===== src/rtl/measure_pkg.sv =====
// measure_pkg: shared types and defaults for the measure unit
package measure_pkg;
  typedef enum logic [4:0] {
    ST_IDLE   = 5'b00001,
    ST_WAIT   = 5'b00010,
    ST_DELAY  = 5'b00100,
    ST_SAMPLE = 5'b01000,
    ST_DONE   = 5'b10000
  } stb_sampler_state;
  localparam int DEF_TIMEOUT_CYCLES = 2**20;
  localparam int SYNC_STAGES = 2;
endpackage


===== src/rtl/sync_ff.sv =====
// sync_ff: multi-stage flip-flop synchronizer for asynchronous inputs
module sync_ff #(
  parameter int WIDTH = 1,
  parameter int STAGES = 2
) (
  input  logic             clk_i,
  input  logic             rst_i,
  input  logic [WIDTH-1:0] d_i,
  output logic [WIDTH-1:0] q_o
);
  logic [WIDTH-1:0] s_q [STAGES];
  always_ff @(posedge clk_i) begin
    if (rst_i) s_q <= '{default: '0};
    else begin
      s_q[0] <= d_i;
      for (int i = 1; i < STAGES; i++) s_q[i] <= s_q[i-1];
    end
  end
  assign q_o = s_q[STAGES-1];
endmodule


===== src/rtl/stb_sampler.sv =====
// stb_sampler: counts comparator hits a programmable delay after each strobe edge
module stb_sampler
  import measure_pkg::*;
#(
  parameter int CNT_WIDTH = 16,
  parameter int DLY_WIDTH = 32,
  parameter int TIMEOUT_CYCLES = DEF_TIMEOUT_CYCLES
) (
  input  logic                 clk_i,
  input  logic                 rst_i,
  input  logic                 stb_i,
  input  logic                 stb_rdy_i,
  input  logic                 comp_i,
  input  logic                 start_i,
  input  logic [CNT_WIDTH-1:0] n_samples_i,
  input  logic [DLY_WIDTH-1:0] delay_i,
  output logic                 busy_o,
  output logic                 valid_o,
  input  logic                 ready_i,
  output logic [CNT_WIDTH-1:0] hits_o,
  output logic [CNT_WIDTH-1:0] total_o,
  output logic                 err_o
);
  localparam int TW = $clog2(TIMEOUT_CYCLES + 1);
  stb_sampler_state state_q, state_d;
  logic [CNT_WIDTH-1:0] n_q, n_d, hits_q, hits_d, total_q, total_d;
  logic [DLY_WIDTH-1:0] dly_q, dly_d, dcnt_q, dcnt_d;
  logic [TW-1:0] tmo_q, tmo_d;
  logic err_q, err_d, stb_q, comp_s, stb_edge;
  sync_ff #(.WIDTH(1), .STAGES(SYNC_STAGES)) u_sync (
    .clk_i(clk_i),
    .rst_i(rst_i),
    .d_i  (comp_i),
    .q_o  (comp_s)
  );
  assign stb_edge = stb_i & ~stb_q;
  always_comb begin
    state_d = state_q;
    n_d     = n_q;
    dly_d   = dly_q;
    dcnt_d  = dcnt_q;
    tmo_d   = tmo_q;
    hits_d  = hits_q;
    total_d = total_q;
    err_d   = err_q;
    case (state_q)
      ST_IDLE: if (start_i) begin
        n_d     = n_samples_i;
        dly_d   = delay_i;
        hits_d  = '0;
        total_d = '0;
        tmo_d   = '0;
        err_d   = 1'b0;
        state_d = (n_samples_i == '0) ? ST_DONE : ST_WAIT;
      end
      ST_WAIT: if (stb_edge && stb_rdy_i) begin
        dcnt_d  = dly_q;
        state_d = ST_DELAY;
      end else begin
        tmo_d = tmo_q + TW'(1);
        if (tmo_d == TW'(TIMEOUT_CYCLES)) begin
          err_d   = 1'b1;
          state_d = ST_DONE;
        end
      end
      // edges arriving here are deliberately dropped; long delays skip strobes
      ST_DELAY: if (dcnt_q == '0) state_d = ST_SAMPLE;
                else dcnt_d = dcnt_q - DLY_WIDTH'(1);
      ST_SAMPLE: begin
        total_d = total_q + CNT_WIDTH'(1);
        hits_d  = hits_q + CNT_WIDTH'(comp_s);
        tmo_d   = '0;
        state_d = (total_d == n_q) ? ST_DONE : ST_WAIT;
      end
      ST_DONE: state_d = ready_i ? ST_IDLE : ST_DONE;
      default: state_d = ST_IDLE;
    endcase
  end
  always_ff @(posedge clk_i) begin
    if (rst_i) begin
      state_q <= ST_IDLE;
      n_q     <= '0;
      dly_q   <= '0;
      dcnt_q  <= '0;
      tmo_q   <= '0;
      hits_q  <= '0;
      total_q <= '0;
      err_q   <= 1'b0;
      stb_q   <= 1'b0;
    end else begin
      state_q <= state_d;
      n_q     <= n_d;
      dly_q   <= dly_d;
      dcnt_q  <= dcnt_d;
      tmo_q   <= tmo_d;
      hits_q  <= hits_d;
      total_q <= total_d;
      err_q   <= err_d;
      stb_q   <= stb_i;
    end
  end
  assign busy_o  = state_q != ST_IDLE;
  assign valid_o = state_q == ST_DONE;
  assign hits_o  = hits_q;
  assign total_o = total_q;
  assign err_o   = err_q;
endmodule


===== config.mk =====
export PLATFORM = sky130hd
export DESIGN_NAME = stb_sampler
export DESIGN_NICKNAME = d
export VERILOG_FILES = /design/src/rtl/measure_pkg.sv /design/src/rtl/sync_ff.sv /design/src/rtl/stb_sampler.sv
export SDC_FILE = /design/constraint.sdc
export NUM_CORES = 1
export LEC_CHECK = 0
export ABC_AREA = 1
export CELL_PAD_IN_SITES_DETAIL_PLACEMENT = 0
export CELL_PAD_IN_SITES_GLOBAL_PLACEMENT = 2
export CORE_UTILIZATION = 34
export CTS_BUF_LIST = sky130_fd_sc_hd__clkbuf_8
export CTS_CLUSTER_SIZE = 25
export DETAILED_ROUTE_END_ITERATION = 10
export PLACE_DENSITY = 0.95
export SKIP_LAST_GASP = 1
export SLEW_MARGIN = 30
export SYNTH_ARGS = -nofsm -noshare
export SYNTH_HDL_FRONTEND = slang
export SYNTH_HIERARCHICAL = 1
export SYNTH_SLANG_ARGS = --single-unit

===== constraint.sdc =====
create_clock -name clk_i -period 3.08 [get_ports clk_i]
set_input_delay 0.462 -clock clk_i [delete_from_list [all_inputs] [get_ports clk_i]]
set_output_delay 0.462 -clock clk_i [all_outputs]
set_load 0.005 [all_outputs]

==> metrics.md <==
| Metric | Value |
|---|---|
| FFs w/ async S/R, synth | 0% |
| Placed inst area | 8761 um^2 |
| Total clock buffers created by CTS | 17 |
| Arithmetic-cell share of the synthesized area counting full adders, half adders and majority gates | 0.8195% |
| Post-DRT Antenna Nets | 0 |
| Worst min-delay path endpoint | n_q[7] |
| Reg-to-reg startpoint | dcnt_q[0] |
| Top cell family by delay on the critical path | buffers and inverters |
| Parity-gate share of the synthesized area counting xor and xnor cells | 2.409% |
| CP peak stage delay | 0.50 ns |
| Worst R2R End | dcnt_q[17] |
| Detailed placer's ending HPWL | 14030 um |
| Clock-pin transition on the worst setup and hold timing paths | 0.10 ns |
| Die H | 151.8 um |
| Via density per instance | 4.780 |
| Count of pins on the block boundary | 90 |
| Highest Clock Rate | 427.4 MHz |
| Worst slack at placement | 0.5265 ns |
| Total overflow reported by the global router | 0 |
| Total leakage power | 3.533 nW |
| Count of synthesis-stage warnings from yosys | 6 |
| Iteration count of the initial detailed-routing pass | 5 |
| Routed wirelength normalized by instance count | 13.06 um |
| Count of cell types in the netlist | 44 |
| Internal reg-to-reg setup slack | 0.76 ns |
| Critical-path cell list | nor2_4, inv_1, nor3_1, buf_4, clkdlybuf4s50_1 |
| Final period demand of the worst path | 2.340 ns |
| Flip-flop and latch count after synthesis | 142 |
| Clock latency reported for the late side of the worst-skew pair | 0.46 ns |
| Net count after synthesis | 1216 |
| Max rail drop VDD | 249.1 uV |
| Type of the worst min-delay path | in2reg |
| Final setup margin | 0.7402 ns |
| Simple-gate area share of the yosys netlist | 33.39% |
| Area overhead of the layout relative to synthesis | 19.11% |
| Number of cell instances on the worst register-to-register path | 11 |
| Post-cts sizing count | 0 |
| Number of hold buffers added after cts | 0 |
| Maximum number of pins on one net before global-route repair | 81 |
| Most area-hungry cell type in the Yosys netlist | sky130_fd_sc_hd__dfxtp_1 |
| Most common cell after layout, fill and taps aside | sky130_fd_sc_hd__nand2_1 |
| DIE AREA | 23060 um^2 |
| DRC violation count after routing | 0 |
| Clock Root Buffer | sky130_fd_sc_hd__clkbuf_8 |
| Post-route cell area | 9092 um^2 |
| Max-capacitance violation count | 0 |
| Setup Total Neg Slack | 0 ns |
| Average size of a mapped cell | 6.603 um^2 |
| Power consumption | 4.529 mW |
| Width of the die | 151.8 um |
| Slowest stage cell on the critical path | sky130_fd_sc_hd__clkdlybuf4s50_1 |
| Sequential element share of the synthesized area | 37.24% |
| # setup viols final | 0 |
| Number of global-route vias before repair | 6686 |
| Worst-margin pin slew | 0.7549 ns |
| Synthesized instance count | 1156 |
| Fraction of layout cells with a size suffix above 1 | 6.988% |
| Count of buffer and inverter cells on the critical path | 3 |
| Fraction of the mapped netlist area in compound gates | 17.24% |
| Total standard cell area after synthesis | 7634 um^2 |
| Prevailing post-synth register cell | sky130_fd_sc_hd__dfxtp_1 |
| Worst clock skew | 0.01772 ns |
| Total global-route track usage | 17.80% |
| Area used by multi-input combinational logic | 4111 um^2 |
| Cell types occupying the most area after synthesis | sky130_fd_sc_hd__dfxtp_1 (37%), sky130_fd_sc_hd__nand2_1 (13%), sky130_fd_sc_hd__a21oi_1 (7.1%) |
| Final #Nets | 1292 |
| Largest driver fanout on the critical path | 4 |
| Effective utilization at floorplan | 34.87% |
| Worst endpoint data arrival time | 1.88 ns |
| RSZ-0062 raised after global routing | false |
| Number of antenna cells inserted | 0 |
| Synth top area share | 37.24% |
| CTS tree | yes |
| Relative max-transition margin | 49.68% |
| Type of element capturing the critical path | output pin |
| Wire length of the first global-routing pass | 33660 um |
| Number of max-slew violations in the final report | 0 |
| Maximum level of the CTS H-tree | 4 |
| Core box area | 21890 um^2 |
| Combinational family with the most area after synthesis | simple AND/OR/NAND/NOR gates |
| Placer congestion estimate | 0.8089 |
| Starting DRC count in detailed routing | 395 |
| Antenna violations before repair | 0 |
| Sinks on Clock Net | 142 |
| Vias | 7290 |
| Number of stages on the worst hold path | 4 |
| CP Class | reg2out |
| Post-synthesis mux area share | 0% |
| Number of enable-type register cells in the synthesized netlist | 0 |
| Site row count | 54 |
| FILL cells | 2360 |
| Power density of the placed cells | 498.1 nW/um^2 |
| Status | completed |
| Sequential Area | 2843 um^2 |
| Hold path startpoint | rst_i |
| Final wirelength | 19910 um |
| Total of buffers placed on input and output ports | 89 |
| Clock Tree Buf Depth | 2 |
| Hold Vio Cnt, Final | 0 |
| Period Utilization, post-route | 75.97% |
| Postcts setup bufs | 0 |
| Sort of element at the start of the critical path | register |
| Worst Path Required | 2.62 ns |
| Most frequent cells in the layout | sky130_fd_sc_hd__nand2_1 (274), sky130_fd_sc_hd__dfxtp_1 (142), sky130_fd_sc_hd__nor2_1 (138) |
-- through the flow --
step	util (%)	instances	hold WS, ns
global placement	40.02	1493	0.4122
detailed placement	40.02	1493	0.4145
finish	41.54	1525	0.3668
global route	41.54	1525	0.3718
CTS	41.54	1525	0.3457
floorplan	-	1156	0.3883
-- where the power goes --
part           leakage [nW]  internal, mW  switching (mW)
sequential             1.16          2.01          0.0901
combinational          2.19         0.410           0.711
clock                 0.182         0.551           0.757
-- logic make-up (layout without fill, tap and decap cells) --
| logic type | after synthesis | after routing |
|---|---|---|
| flops | 142 | 142 |
| simple gates | 570 | 570 |
| fa+ha+maj | 5 | 5 |
| xor+xnor | 21 | 21 |
| compound gates | 245 | 245 |
| buf+inv | 173 | 262 |
-- synth_stat cells (10+ instances only) --
library cell	number
sky130_fd_sc_hd__a21oi_1	108
sky130_fd_sc_hd__clkbuf_1	29
sky130_fd_sc_hd__xnor2_1	10
sky130_fd_sc_hd__nor3_1	10
sky130_fd_sc_hd__dfxtp_1	142
sky130_fd_sc_hd__nand3_1	81
sky130_fd_sc_hd__nor2_2	14
sky130_fd_sc_hd__nand4_1	21
sky130_fd_sc_hd__inv_1	124
sky130_fd_sc_hd__buf_2	10
sky130_fd_sc_hd__nand2_1	274
sky130_fd_sc_hd__xor2_1	11
sky130_fd_sc_hd__nor2_1	138
sky130_fd_sc_hd__o21ai_0	104
-- layout make-up --
cell class / count / share of cell area (%)
multi-input combinational: 841 / 45.22
sequential: 142 / 31.26
timing repair buffer: 100 / 10.65
inverter: 130 / 5.367
tap: 280 / 3.853
clock buffer: 17 / 2.573
clock inverter: 15 / 1.073
-- worst min-delay path: cells and delay by family --
kind                   cells  cell delay, ns
buffers and inverters      2            0.19
AO/OA/AOI/OAI              2            0.13
-- per-layer routing --
metal  vias up  share of wire, %  GRT usage (%)
met5         -                 0              0
li1       3922                 -              -
met3        10               3.6          3.793
met2       123                44          28.38
met1      3235                52          24.62
met4         0              0.66          3.714
-- sequential cells by signal (all words and copies together), names as in the netlist --
name / count
tmo_q: 21
stb_q: 1
dly_q: 32
err_o: 1
hits_o: 16
dcnt_q: 32
state_q: 5
u_sync/s_q: 1
total_o: 16
u_sync/q_o: 1
n_q: 16
-- worst max-delay path by stage --
stage | depth (start not counted) | end | start
2_1_floorplan | 16 | state_q[1] | total_o[0]
3_3_place_gp | 11 | hits_o[11] | start_i
3_5_place_dp | 11 | hits_o[11] | start_i
4_1_cts | 5 | valid_o | state_q[3]
5_1_grt | 16 | state_q[1] | total_o[0]
6_report | 5 | valid_o | state_q[3]
Power figures use the tool's default switching activity.
